--- src/rtl/seq_det_pkg.sv ---
// seq_det_pkg: shared FSM state type and legal parameter ranges for seq_pattern_detector
package seq_det_pkg;
  typedef enum logic [1:0] {S_IDLE, S_FILL, S_HUNT} seqdet_state_t;
  localparam int PAT_W_MIN = 2;
  localparam int PAT_W_MAX = 16;
  localparam int CNT_W_MIN = 1;
  localparam int CNT_W_MAX = 16;
endpackage

--- src/rtl/seq_pattern_detector_sat_counter.sv ---
// sat_counter: W-bit up counter that saturates at all-ones, with synchronous clear
// Ports: clk, rst_n (async active-low), clr_i (clear), inc_i (count enable), cnt_o (count)
module sat_counter #(
  parameter int W = 8
) (
  input  logic         clk,
  input  logic         rst_n,
  input  logic         clr_i,
  input  logic         inc_i,
  output logic [W-1:0] cnt_o
);
  logic [W-1:0] cnt_q, cnt_d;
  assign cnt_d = clr_i ? '0 : (inc_i && cnt_q != '1) ? cnt_q + 1'b1 : cnt_q;
  always_ff @(posedge clk or negedge rst_n)
    if (!rst_n) cnt_q <= '0;
    else cnt_q <= cnt_d;
  assign cnt_o = cnt_q;
endmodule

--- src/rtl/seq_pattern_detector.sv ---
// seq_pattern_detector: serial PAT_W-bit pattern matcher with Mealy detect pulse and optional match counter
// Ports: clk, rst_n (async active-low), din/din_valid (serial data), pattern/pat_load (load and re-arm),
//        overlap_en (overlapping matches), detect (match pulse), armed (pattern loaded), match_count
// Macro SEQDET_MATCH_COUNT_EN enables the saturating match counter; otherwise match_count is 0.
module seq_pattern_detector
  import seq_det_pkg::*;
#(
  parameter int PAT_W = 3,
  parameter int CNT_W = 8
) (
  input  logic             clk,
  input  logic             rst_n,
  input  logic             din,
  input  logic             din_valid,
  input  logic [PAT_W-1:0] pattern,
  input  logic             pat_load,
  input  logic             overlap_en,
  output logic             detect,
  output logic             armed,
  output logic [CNT_W-1:0] match_count
);
  localparam int FW = $clog2(PAT_W);
  if (PAT_W < PAT_W_MIN || PAT_W > PAT_W_MAX) begin : g_bad_pat_w
    $error("seq_pattern_detector: PAT_W=%0d outside %0d..%0d", PAT_W, PAT_W_MIN, PAT_W_MAX);
  end
  if (CNT_W < CNT_W_MIN || CNT_W > CNT_W_MAX) begin : g_bad_cnt_w
    $error("seq_pattern_detector: CNT_W=%0d outside %0d..%0d", CNT_W, CNT_W_MIN, CNT_W_MAX);
  end
  seqdet_state_t    state_q, state_d;
  logic [PAT_W-2:0] hist_q, hist_d;
  logic [FW-1:0]    fill_q, fill_d, fill_inc;
  logic [PAT_W-1:0] pat_q, pat_d, shifted;
  // history plus the incoming bit, oldest bit at the MSB to line up with pattern
  assign shifted  = {hist_q, din};
  assign fill_inc = fill_q + 1'b1;
  always_comb begin
    state_d = state_q;
    hist_d  = hist_q;
    fill_d  = fill_q;
    pat_d   = pat_q;
    detect  = 1'b0;
    if (pat_load) begin
      pat_d   = pattern;
      hist_d  = '0;
      fill_d  = '0;
      state_d = S_FILL;
    end else if (din_valid && state_q == S_FILL) begin
      hist_d  = shifted[PAT_W-2:0];
      fill_d  = fill_inc;
      state_d = (fill_inc == FW'(PAT_W - 1)) ? S_HUNT : S_FILL;
    end else if (din_valid && state_q == S_HUNT) begin
      detect = (shifted == pat_q);
      if (detect && !overlap_en) begin
        hist_d  = '0;
        fill_d  = '0;
        state_d = S_FILL;
      end else begin
        hist_d = shifted[PAT_W-2:0];
      end
    end
  end
  always_ff @(posedge clk or negedge rst_n)
    if (!rst_n) begin
      state_q <= S_IDLE;
      hist_q  <= '0;
      fill_q  <= '0;
      pat_q   <= '0;
    end else begin
      state_q <= state_d;
      hist_q  <= hist_d;
      fill_q  <= fill_d;
      pat_q   <= pat_d;
    end
  assign armed = (state_q != S_IDLE);
`ifdef SEQDET_MATCH_COUNT_EN
  sat_counter #(.W(CNT_W)) u_cnt (
    .clk   (clk),
    .rst_n (rst_n),
    .clr_i (pat_load),
    .inc_i (detect),
    .cnt_o (match_count)
  );
`else
  assign match_count = '0;
`endif
endmodule

--- config.mk ---
export PLATFORM = sky130hd
export DESIGN_NAME = seq_pattern_detector
export DESIGN_NICKNAME = d
export VERILOG_FILES = /design/src/rtl/seq_det_pkg.sv /design/src/rtl/seq_pattern_detector_sat_counter.sv /design/src/rtl/seq_pattern_detector.sv
export SDC_FILE = /design/constraint.sdc
export NUM_CORES = 1
export LEC_CHECK = 0
export BUFFER_PORTS_ARGS = -buffer_cell sky130_fd_sc_hd__buf_2
export CAP_MARGIN = 20
export CELL_PAD_IN_SITES_DETAIL_PLACEMENT = 2
export CELL_PAD_IN_SITES_GLOBAL_PLACEMENT = 2
export CORE_ASPECT_RATIO = 0.75
export CORE_MARGIN = 3
export CORE_UTILIZATION = 29
export DETAILED_ROUTE_END_ITERATION = 6
export MAX_ROUTING_LAYER = met4
export PLACE_DENSITY_LB_ADDON = 0.1
export SLEW_MARGIN = 20
export SYNTH_ARGS = -nofsm -noshare
export SYNTH_HDL_FRONTEND = slang
export SYNTH_SLANG_ARGS = --single-unit
export TNS_END_PERCENT = 1
--- constraint.sdc ---
create_clock -name clk -period 1.6 [get_ports clk]
set_clock_uncertainty 0.05 [all_clocks]
set_input_delay 0.32 -clock clk [delete_from_list [all_inputs] [get_ports clk]]
set_output_delay 0.32 -clock clk [all_outputs]
set_load 0.05 [all_outputs]
==> out/results.txt <==
Status = finished, violations left
Failing checks = negative setup slack
WP data required = 1.23 ns
Crit end category = output pin
Share of cells above drive strength 1 = 35.2%
Gp weighted congestion = 0.816
Yosys Warn Count = 0
Final min period = 1.99 ns
# IOs = 19
Largest cells by area after synthesis = dfrtp_1, buf_4, xor2_1
Die height = 47.5 µm
Die width = 61.3 µm
Slowest CP cell = dfrtp_1
Initial Utilization = 31.9%
Vias in the first global route = 621
Top_reg_cell synth = dfrtp_1
Max Freq = 502 MHz
CTS sink cnt = 9
Cell Area, Placed = 759 µm²
Wire per inst = 16.6 µm
First-pass GRT wire length = 3160 µm
Core Rows = 14
Setup ws final = -0.394 ns
Setup violators final = 2
MaxCap Viol Count = 0
Crit-path max FO = 2
Final instance area = 827 µm²
Leading area contributor after synthesis = dfrtp_1
Sequential area share after synthesis = 33.8%
RSZ-0062 raised after global routing = yes
Min-delay src = pattern[0]
Final nets = 99
Max Root-Sink Buffers = 2
Core area = 0.00208 mm²
Largest stage delay on the critical path = 0.39 ns
Crit start category = register
Num CTS Buffers = 3
Bufs and invs on worst path = 1
Part of the cycle the worst path needs = 125%
Power Density = 1000 mW/mm²
Clock network latency to the later pin of the worst-skew pair = 0.26 ns
Delay-heaviest family, CP = simple AND/OR/NAND/NOR gates
Initial antenna violation count = 0
Syn Area/Cell = 9.79 µm²
Final Power = 0.830 mW
Grt ovf = 0
Initial drt markers = 13
Leakage power = 0.375 nW
Synthesized area = 666 µm²
Worst Hold Class = input pin to register
Placed cells = 106
EDFF count, synth = 0
Ant diodes = 0
CP Class = register to output pin
Area growth from synthesis to layout = 24.2%
Crit-path cells = xor2_1 -> nor4b_2 -> nor4b_4 -> buf_6
Buffers on Ports = 10
Total GRT Usage = 16.4%
Detail Route Antenna Nets = 0
Fin cells = 112
Distinct cells, synth = 31
Crit. Startpoint = pat_q[2]
Crit path arrival time = 1.62 ns
CTS tree = done
Residual DRC = 0
Reg clk slew, reported paths = 0.06 ns
Max IR drop VDD = 0.389 mV
Final hold violation count = 0
Final Max Tran Viols = 0
Setup TNS Final = -0.406 ns
Yosys reg bits = 9
DR pass1 iterations = 4
Via/cell ratio = 4.88
Pin count of the biggest net entering global routing = 10
Reg2reg start = pat_q[1]
Synth top area share = 33.8%
CTS Root Cell = clkbuf_4
WL final = 1860 µm
Die footprint = 0.00291 mm²
Via Count = 546
Finished Core Util = 39.7%
Post-DP HPWL = 1520 µm
Post-synthesis cell count = 68
Asr flop ratio synth = 100%
H-tree level count = 1
-- repair_timing --
action                                 4_1_cts  5_1_grt
hold buffers                                 1        0
gates resized for setup                      4        3
pin swaps                                    1        2
endpoints found under the hold margin        9        0
setup endpoints to repair                    2        3
buffers inserted                             1        0
-- power by group --
part           total (mW)  switching (mW)  internal (mW)
registers           0.302          0.0350          0.267
clock network       0.177          0.0812         0.0962
logic               0.351           0.207          0.144
-- cell families after synthesis --
kind of cell / synth area share (%)
AND/OR/NAND/NOR: 25.2
AO/OA/AOI/OAI: 11.7
buffers and inverters: 13.9
other: 0.563
flip-flops: 33.8
adder cells (fa/ha/maj): 1.88
XOR/XNOR: 7.89
multiplexers: 5.07
-- metrics by stage --
| stage | worst slack (ns) | hold slack (ns) |
|---|---|---|
| 2_1_floorplan | -0.286 | -0.0256 |
| 3_3_place_gp | -0.195 | 0.141 |
| 3_5_place_dp | -0.249 | 0.144 |
| 4_1_cts | -0.435 | 0.236 |
| 5_1_grt | -0.521 | 0.236 |
| 6_report | -0.394 | 0.238 |
-- Yosys cell counts (all sizes together), types with 2 or more instances --
cell type / n
o21ai: 4
inv: 3
mux2: 3
nor4b: 2
xor2: 4
nand3: 2
nor2b: 3
nor4: 2
nand3b: 2
o311ai: 2
xnor2: 2
nand2: 3
and3b: 3
dfrtp: 9
o211ai: 2
buf: 11
-- layout make-up --
| class | instances | area (µm²) |
|---|---|---|
| Multi-Input combinational cell | 52 | 390 |
| Fill cell | 238 | 1260 |
| Clock buffer | 4 | 26.3 |
| Inverter | 3 | 11.3 |
| Timing Repair Buffer | 20 | 144 |
| Sequential cell | 9 | 225 |
| Tap cell | 24 | 30.0 |
-- layer usage --
metal / vias up / wire length (µm) / track usage (%) / part of all wire, %
met5: - / 0 / - / 0
met4: 0 / 12 / 2.60 / 0.64
met3: 2 / 81 / 5.66 / 4.4
met2: 17 / 843 / 24.7 / 45
met1: 261 / 924 / 21.7 / 50
li1: 266 / - / - / -
-- state kept, by name (all words and copies together) (netlist names) --
| name | cells |
|---|---|
| fill_q | 2 |
| state_q | 2 |
| hist_q | 2 |
| pat_q | 3 |
-- path summary, 6_finish.rpt --
path | to | slack, ns | cells past startpoint
max | detect | -0.39 | 4
min | pat_q[0] | 0.24 | 2
max reg2reg | hist_q[0] | 0.17 | 4
min reg2reg | pat_q[1] | 0.50 | 1
max in group asynchronous | hist_q[1] | 0.92 | 2
min in group asynchronous | fill_q[0] | 0.39 | 2
-- layout by cell type (no fill, tap or decap), types with 3 or more instances in the layout --
cell,n
nand2_1,3
buf_6,3
buf_4,8
clkbuf_4,3
nor2b_1,3
xor2_1,3
dfrtp_1,9
mux2_2,3
conb_1,8
inv_1,3
buf_2,8
No activity file was read; power rests on OpenSTA's default activity.
